[src/rtl/cpu_seq_pkg.sv]
// Shared types and constants for the instruction-phase sequencer.
package cpu_seq_pkg;

  localparam int PHASE_W = 3;
  localparam logic [PHASE_W-1:0] HALT_PHASE = 3'd4;
  localparam logic [PHASE_W-1:0] LAST_PHASE = 3'd7;

  typedef enum logic [1:0] {
    ST_IDLE   = 2'd0,
    ST_RUN    = 2'd1,
    ST_STEP   = 2'd2,
    ST_HALTED = 2'd3
  } state_e;

endpackage

[src/rtl/cpu_sequencer_phase_counter.sv]
// 3-bit instruction phase register; clear wins over enable, wraps 7 -> 0.
module phase_counter
  import cpu_seq_pkg::*;
(
  input  logic               clk,
  input  logic               rst_,
  input  logic               en,
  input  logic               clr,
  output logic [PHASE_W-1:0] phase
);

  logic [PHASE_W-1:0] phase_q, phase_d;

  always_comb begin
    phase_d = phase_q;
    if (clr)     phase_d = '0;
    else if (en) phase_d = phase_q + 1'b1;
  end

  always_ff @(posedge clk or negedge rst_) begin
    if (!rst_) phase_q <= '0;
    else       phase_q <= phase_d;
  end

  assign phase = phase_q;

endmodule

[src/rtl/cpu_sequencer.sv]
// Run/step/stop control FSM sequencing 8-phase instructions, with memory
// wait timeout, halt handling and a retired-instruction counter.
module cpu_sequencer
  import cpu_seq_pkg::*;
#(
  parameter int WAIT_MAX = 15,
  parameter int CNT_W    = 16
) (
  input  logic               clk,
  input  logic               rst_,
  input  logic               run,
  input  logic               step,
  input  logic               stop,
  input  logic               halt,
  input  logic               rd,
  input  logic               wr,
  input  logic               mem_ready,
  output logic [PHASE_W-1:0] phase,
  output logic               running,
  output logic               halted,
  output logic               bus_err,
  output logic [CNT_W-1:0]   instr_cnt
);

  localparam int WAIT_W = $clog2(WAIT_MAX + 1);
  localparam logic [WAIT_W:0] WAIT_LIM = (WAIT_W+1)'(WAIT_MAX);

  state_e             state_q, state_d;
  logic               stop_pend_q, stop_pend_d;
  logic [WAIT_W-1:0]  wait_q, wait_d;
  logic               bus_err_q, bus_err_d;
  logic [CNT_W-1:0]   cnt_q, cnt_d;
  logic               running_q, running_d;
  logic               halted_q, halted_d;

  logic               active, mem_stall, halt_hit, adv, retire, timeout;
  logic [WAIT_W:0]    wait_inc;

  phase_counter u_phase (
    .clk   (clk),
    .rst_  (rst_),
    .en    (adv),
    .clr   (state_q == ST_IDLE),
    .phase (phase)
  );

  always_comb begin
    active    = (state_q == ST_RUN) || (state_q == ST_STEP);
    mem_stall = (rd | wr) & ~mem_ready;
    halt_hit  = active & halt & (phase == HALT_PHASE);
    adv       = active & ~mem_stall & ~halt_hit;
    retire    = adv & (phase == LAST_PHASE);
    wait_inc  = {1'b0, wait_q} + 1'b1;
    // Halt at phase 4 outranks a timeout landing in the same cycle.
    timeout   = active & mem_stall & ~halt_hit & (wait_inc == WAIT_LIM);
  end

  // Next-state and datapath updates.
  always_comb begin
    state_d     = state_q;
    stop_pend_d = stop_pend_q;
    bus_err_d   = bus_err_q;
    wait_d      = wait_q;
    cnt_d       = retire ? cnt_q + 1'b1 : cnt_q;

    if (adv)                         wait_d = '0;
    else if (active && mem_stall && !halt_hit) wait_d = wait_inc[WAIT_W-1:0];

    unique case (state_q)
      ST_IDLE: begin
        if (run)       state_d = ST_RUN;
        else if (step) state_d = ST_STEP;
      end
      ST_RUN: begin
        if (halt_hit) state_d = ST_HALTED;
        else if (timeout) begin
          state_d   = ST_HALTED;
          bus_err_d = 1'b1;
        end else begin
          if (stop) stop_pend_d = 1'b1;
          if (retire && (stop_pend_q || stop)) begin
            state_d     = ST_IDLE;
            stop_pend_d = 1'b0;
          end
        end
      end
      ST_STEP: begin
        if (halt_hit) state_d = ST_HALTED;
        else if (timeout) begin
          state_d   = ST_HALTED;
          bus_err_d = 1'b1;
        end else if (retire) state_d = ST_IDLE;
      end
      ST_HALTED: ;
      default: state_d = ST_IDLE;
    endcase
  end

  // Status flags are decoded from the next state so they flop in step with it.
  always_comb begin
    running_d = (state_d == ST_RUN) || (state_d == ST_STEP);
    halted_d  = (state_d == ST_HALTED);
  end

  always_ff @(posedge clk or negedge rst_) begin
    if (!rst_) begin
      state_q     <= ST_IDLE;
      stop_pend_q <= 1'b0;
      wait_q      <= '0;
      bus_err_q   <= 1'b0;
      cnt_q       <= '0;
      running_q   <= 1'b0;
      halted_q    <= 1'b0;
    end else begin
      state_q     <= state_d;
      stop_pend_q <= stop_pend_d;
      wait_q      <= wait_d;
      bus_err_q   <= bus_err_d;
      cnt_q       <= cnt_d;
      running_q   <= running_d;
      halted_q    <= halted_d;
    end
  end

  assign running   = running_q;
  assign halted    = halted_q;
  assign bus_err   = bus_err_q;
  assign instr_cnt = cnt_q;

endmodule
[config.mk]
export PLATFORM = sky130hd
export DESIGN_NAME = cpu_sequencer
export DESIGN_NICKNAME = d
export VERILOG_FILES = /design/src/rtl/cpu_seq_pkg.sv /design/src/rtl/cpu_sequencer_phase_counter.sv /design/src/rtl/cpu_sequencer.sv
export SDC_FILE = /design/constraint.sdc
export NUM_CORES = 1
export LEC_CHECK = 0
export CAP_MARGIN = 20
export CORE_MARGIN = 2
export CORE_UTILIZATION = 50
export CTS_BUF_LIST = sky130_fd_sc_hd__clkbuf_8
export CTS_CLUSTER_SIZE = 12
export DETAILED_ROUTE_END_ITERATION = 8
export PLACE_DENSITY = 0.78
export RECOVER_POWER = 25
export SYNTH_ARGS = -nofsm -noshare
export SYNTH_HDL_FRONTEND = slang
export SYNTH_SLANG_ARGS = --single-unit
[constraint.sdc]
create_clock -name clk -period 3 [get_ports clk]
set_input_delay 0.6 -clock clk [delete_from_list [all_inputs] [get_ports clk]]
set_output_delay 0.6 -clock clk [all_outputs]
set_load 0.02 [all_outputs]
# Yosys cells after proc, flatten, opt, wreduce, memory -nomap -nowiden
# Index checks and enable logic that the tools add are counted.
# classes
n_bitwise	14
muxes	15
n_reduce_logical	14
eq_ne	8
addsub	3
# op_table
cell	n
16-bit by 1-bit adder with 16-bit output, second input constant	1
2-bit two-way mux	8
1-bit bitwise AND	9
4-bit two-way mux	2
2-bit equality test, second input constant	3
3-bit equality test, second input constant	2
3-bit two-way mux	2
2-bit case mux with 3 select lines	1
2-bit nonzero test	3
4-bit by 1-bit adder with 5-bit output, second input constant	1
5-bit by 4-bit equality test with 1-bit output, second input constant	1
2-bit by 1-bit equality test with 1-bit output, second input constant	2
1-bit NOT	4
4-bit AND reduction	1
3-bit by 1-bit adder with 3-bit output, second input constant	1
1-bit logical AND	3
1-bit logical OR	3
3-bit AND reduction	1
2-bit zero test	1
1-bit two-way mux	2
2-bit OR reduction	1
1-bit zero test	1
1-bit bitwise OR	1
# totals
input_bits	9
ff_bits	29
elab_cells	62

# Longest topological paths before layout
# logic_depth
ltp_word	14
ltp_mapped	8

# Modules after synthesis
# From an unflattened synthesis, not the netlist that was laid out.
# hier_totals
cells_unflattened	139
area_unflattened_um2	1512.7
# modules_own_cells
module	instances	cells_per_inst	area_per_inst_um2
cpu_sequencer	1	128	1376.3
phase_counter	1	11	136.4

# Worst setup path after synthesis
# OpenSTA, ideal clock, no wires.
# synth_timing
path_type	reg2reg
startpoint	register u_phase.phase_q[0] (netlist: u_phase.phase[0])
endpoint	register running_q (netlist: running)
arrival_ns	1.789
required_ns	2.874
path_buffers	0
path_stages_with_launch	8
setup_slack_ns	1.085
period_less_slack_ns	1.915
setup_ns	0.126
path_cell_list	dfrtp_1 -> ha_1 -> ha_1 -> nand4_4 -> o22ai_1 -> and3b_1 -> a221oi_1 -> ha_1
# synth_via
elab_chain_cells	12
word_cells_on_any_way	19
classes_between	4 x eq/ne; 7 x mux; 6 x bitwise; 2 x reduce/logical
# synth_lines
element	line_no	text
from (decl)	cpu_sequencer_phase_counter.sv:12	logic [PHASE_W-1:0] phase_q, phase_d;
from (signal assigned)	cpu_sequencer_phase_counter.sv:22	else phase_q <= phase_d;
3-bit equality test	cpu_sequencer.sv:50	halt_hit = active & halt & (phase == HALT_PHASE);
1-bit bitwise AND	cpu_sequencer.sv:50	
1-bit NOT (no line)	n/a	
1-bit bitwise AND	cpu_sequencer.sv:51	adv = active & ~mem_stall & ~halt_hit;
1-bit bitwise AND	cpu_sequencer.sv:52	retire = adv & (phase == LAST_PHASE);
1-bit logical AND	cpu_sequencer.sv:81	if (retire && (stop_pend_q || stop)) begin
2-bit two-way mux	cpu_sequencer.sv:81	
2-bit two-way mux	cpu_sequencer.sv:76	else if (timeout) begin
2-bit two-way mux	cpu_sequencer.sv:75	if (halt_hit) state_d = ST_HALTED;
2-bit case mux with 3 select lines *	cpu_sequencer.sv:69	unique case (state_q)
net state_d[1]	cpu_sequencer.sv:28	state_e state_q, state_d;
2-bit by 1-bit equality test with 1-bit output / 2-bit equality test (equally long branches)	cpu_sequencer.sv:101	running_d = (state_d == ST_RUN) || (state_d == ST_STEP);
1-bit logical OR *	cpu_sequencer.sv:101	
net running_d	cpu_sequencer.sv:33	logic running_q, running_d;
to (signal assigned)	cpu_sequencer.sv:120	running_q <= running_d;
to (decl)	cpu_sequencer.sv:33	
# Mark *: on every way through the listed nets, which the timed path passes. The rest lies on a longest branch.
# A chain may end at the register's enable or synchronous reset.

# Final worst setup path
# layout_timing
startpoint	register state_q[1]
endpoint	register running_q (netlist: running)
# layout_via
elab_chain_cells	14
word_cells_on_any_way	26
classes_between	4 x eq/ne; 9 x mux; 9 x bitwise; 4 x reduce/logical
# layout_lines
element	line_no	text
from (decl)	cpu_sequencer.sv:28	
from (signal assigned)	cpu_sequencer.sv:115	state_q <= state_d;
2-bit by 1-bit equality test with 1-bit output / 2-bit equality test (equally long branches)	cpu_sequencer.sv:48, cpu_sequencer.sv:69	
1-bit logical OR	cpu_sequencer.sv:48	active = (state_q == ST_RUN) || (state_q == ST_STEP);
1-bit bitwise AND (2 in a row)	cpu_sequencer.sv:50	
1-bit NOT (no line)	n/a	
1-bit bitwise AND	cpu_sequencer.sv:51	
1-bit bitwise AND	cpu_sequencer.sv:52	
1-bit logical AND	cpu_sequencer.sv:81	
2-bit two-way mux	cpu_sequencer.sv:81	
2-bit two-way mux	cpu_sequencer.sv:76	
2-bit two-way mux	cpu_sequencer.sv:75	
2-bit case mux with 3 select lines *	cpu_sequencer.sv:69	
net state_d[1]	cpu_sequencer.sv:28	
2-bit by 1-bit equality test with 1-bit output / 2-bit equality test (equally long branches)	cpu_sequencer.sv:101	
1-bit logical OR *	cpu_sequencer.sv:101	
net running_d	cpu_sequencer.sv:33	
# Marked as above.

==> results.yml <==
worst_setup_path:
  cp_slowest_stage_delay_ps: 440
  crit_path_start: "state_q[1]$_DFF_PN0_"
  ff2ff_path_depth: 7
  crit_buf_inv: 1
  cp_slowest_cell: "dfrtp_1"
  startpoint_type: "flip-flop"
  cp.required_ps: 3160
  r2r-start: "state_q[1]$_DFF_PN0_"
  crit_type: "reg2reg"
  path_max_fanout: 6
  cpMostUsedCell: "ha_1"
  arrival_ps: 2410
  cp-end-kind: "flip-flop"
  cp_top_family: "adder cells"
  path_depth: 7
  cp_cell_sequence: "inv_1, ha_1, nor3b_1, o22ai_1, and3b_1, a221oi_1, ha_1"
power:
  p_sw_share_pct: 34.3
  max-vdd-ir-drop_v: 0.000429
  power_frac_seq_pct: 39.3
  clockPowerShare_pct: 28.2
  internal-power_mw: 0.819
  p_sw_mw: 0.428
  pwr_density_cell_nw_per_um2: 622
  p_comb_share_pct: 32.5
  p_leak_nw: 0.917
grt:
  antenna_found_initial: 0
  grt_max_degree: 30
  track_usage_pct: 20.9
  grt_pass1_wl_um: 5490
  grt_pass1_vias: 1213
  overflow: 0
logic_synthesis:
  syn-num-nets: 164
  netlist_area_sq_um: 1560
  ys_types: 37
  synthFlopType: "dfrtp_1"
  synth_edf_count: 0
  syn_avg_cell_area_sq_um: 10.8
  ys_warn_count: 0
  synth.yosys.seq_area_share_pct: 46.5
  ys_ff_latch: 29
  synth-async-reset-ratio_pct: 100
  synth_cells: 144
die:
  initial_core_util_pct: 52.0
  die_height_um: 59.9
  rows: 20
  coreArea_sq_um: 3000
  die_x_um: 59.9
  ios: 31
  dieArea_sq_um: 3580
sta:
  hold_viol: 0
  tightest_slew_ps: 1580
  drv_slew: 30
  tns_ps: 0
  fin_hold_ws_ps: 465
  finalSetupViolCount: 0
  grt_setup_unrepaired: "false"
  slew_headroom_pct: -5.04
  fmax_ghz: 0.445
  min_period_ps: 2250
  fin_skew_ps: 3.27
  fin_crit_sh_pct: 75.0
finish:
  multi_input_area_sq_um: 801
  synthToLayoutAreaGrowth_pct: 28.6
  fillers: 249
  drive_gt1_share_pct: 10.4
  antenna_cells: 0
  nets: 202
  register_area_sq_um: 726
worst_hold_path:
  min-delay-start: "instr_cnt[15]$_DFFE_PN0P_"
  whs_path_depth: 1
  hold_path_class: "reg2reg"
clock_tree:
  post_cts_buffers: 0
  tritoncts.num_buffers: 5
  tritoncts: "done"
  clk_latency_ps: 270
  clk_path_buf_depth: 2
  path_clk_slew_ps: 60
  cts.repair.resized: 0
  holdBufCountCts: 0
  htree_levels: 2
  cts-root-buf: "clkbuf_8"
  cts.sinks: 29
route:
  avgViaCountPerCell: 5.59
  drc_errors: 0
  dr.pass1.iters: 4
  drt-total-wl_um: 3210
  drt_iter0_drc: 75
  vias: 1208
  wl_per_cell_um: 14.8
  drtAntennaViolNets: 0
placement:
  hpwl_um: 2390
  place.gp.congestion: 0.951
  port_buffers: 30
run_status:
  violations: "capacitance limit, slew limit"
  status: "finished with violations"
run:
  max_cap_violations: 1
## final timing paths
| check | slack [ps] | to |
|---|---|---|
| max | 750 | running$_DFF_PN0_ |
| min | 460 | instr_cnt[15]$_DFFE_PN0P_ |
| max reg2reg | 750 | running$_DFF_PN0_ |
| min reg2reg | 460 | instr_cnt[15]$_DFFE_PN0P_ |
| max in group asynchronous | 830 | state_q[1]$_DFF_PN0_ |
| min in group asynchronous | 1260 | instr_cnt[14]$_DFFE_PN0P_ |
## cells by family after synthesis
| family | Yosys count | share of synthesized area (%) |
|---|---|---|
| and+or+nand+nor | 51 | 20.2 |
| DFF | 29 | 46.5 |
| AOI/OAI and AO/OA | 25 | 11.3 |
| xor gates and xnor gates | 16 | 8.98 |
| adders and majority gates | 11 | 8.82 |
| buffers and inverters | 9 | 2.17 |
| muxes | 3 | 2.00 |
## power by group through the flow
| stage | logic, mW | clock network, mW | registers (mW) |
|---|---|---|---|
| 2_1_floorplan | 0.238 | 0 | 0.516 |
| 3_3_place_gp | 0.385 | 0 | 0.490 |
| 3_5_place_dp | 0.404 | 0 | 0.493 |
| 4_1_cts | 0.407 | 0.361 | 0.488 |
| 5_1_grt | 0.453 | 0.374 | 0.497 |
| 6_report | 0.406 | 0.352 | 0.490 |
## stage by stage
stage | total power [mW] | util (%) | worst slack [ps] | std cells | area [sq um]
global route | 1.32 | 66.8 | 484 | 216 | 2010
detailed placement | 0.897 | 63.6 | 567 | 208 | 1910
global placement | 0.875 | 63.6 | 662 | 208 | 1910
finish | 1.25 | 66.8 | 751 | 216 | 2010
floorplan | 0.754 | - | 1080 | 144 | 1560
CTS | 1.26 | 67.0 | 834 | 216 | 2010
## cell usage after synthesis (2+ instances only)
| library cell | count | share of area, % |
|---|---|---|
| inv_1 | 9 | 2.2 |
| nand4_1 | 2 | 0.80 |
| o31ai_1 | 2 | 0.96 |
| o41ai_1 | 2 | 1.1 |
| mux2i_1 | 2 | 1.3 |
| o21ai_0 | 6 | 1.9 |
| o22ai_1 | 2 | 0.80 |
| ha_1 | 11 | 8.8 |
| xnor2_1 | 10 | 5.6 |
| nand2_1 | 12 | 2.9 |
| xor2_1 | 6 | 3.4 |
| and3b_1 | 2 | 1.1 |
| a31oi_1 | 3 | 1.2 |
| nor3_2 | 4 | 2.6 |
| a21oi_1 | 3 | 0.96 |
| and4_1 | 2 | 1.1 |
| nor2_1 | 9 | 2.2 |
| dfrtp_1 | 29 | 47 |
| nand3_1 | 10 | 3.2 |
## state kept, by name, indices dropped and copies added, names as in the netlist, named ones only
register and flops:
instr_cnt 16, wait_q 4, u_phase.phase 3, bus_err 1
halted 1, running 1, state_q 1, stop_pend_q 1
## layout by cell type (no fill, tap or decap), drive strengths merged, types with 5 or more instances in the layout
| cell | count |
|---|---|
| clkdlybuf4s50 | 29 |
| nor3 | 5 |
| nand2 | 12 |
| nor2 | 9 |
| o21ai | 6 |
| xnor2 | 10 |
| dfrtp | 29 |
| inv | 9 |
| xor2 | 6 |
| nand3 | 10 |
| clkbuf | 8 |
| ha | 11 |
## worst register-to-register path, stage by stage (launching register included)
cell and delay (ps):
dfrtp_1 440, inv_1 120, ha_1 270, nor3b_1 330, o22ai_1 140, and3b_1 200, a221oi_1 340, ha_1 300
## layer usage
metal | up-vias | share of wire (%) | GRT usage (%)
met5 | - | 0 | 0
met1 | 582 | 44 | 25.1
met3 | 5 | 3.8 | 4.11
met2 | 29 | 51 | 35.9
met4 | 0 | 1.5 | 9.52
li1 | 592 | - | -
## area by class of cell
cell class,instances,share of cell area (%)
clock inverter,1,0.249
clock buffer,7,4.80
sequential,29,36.2
tap,33,2.06
multi-input combinational,106,39.9
inverter,9,1.68
timing repair buffer,31,15.1
(Power assumes the default switching activity.)
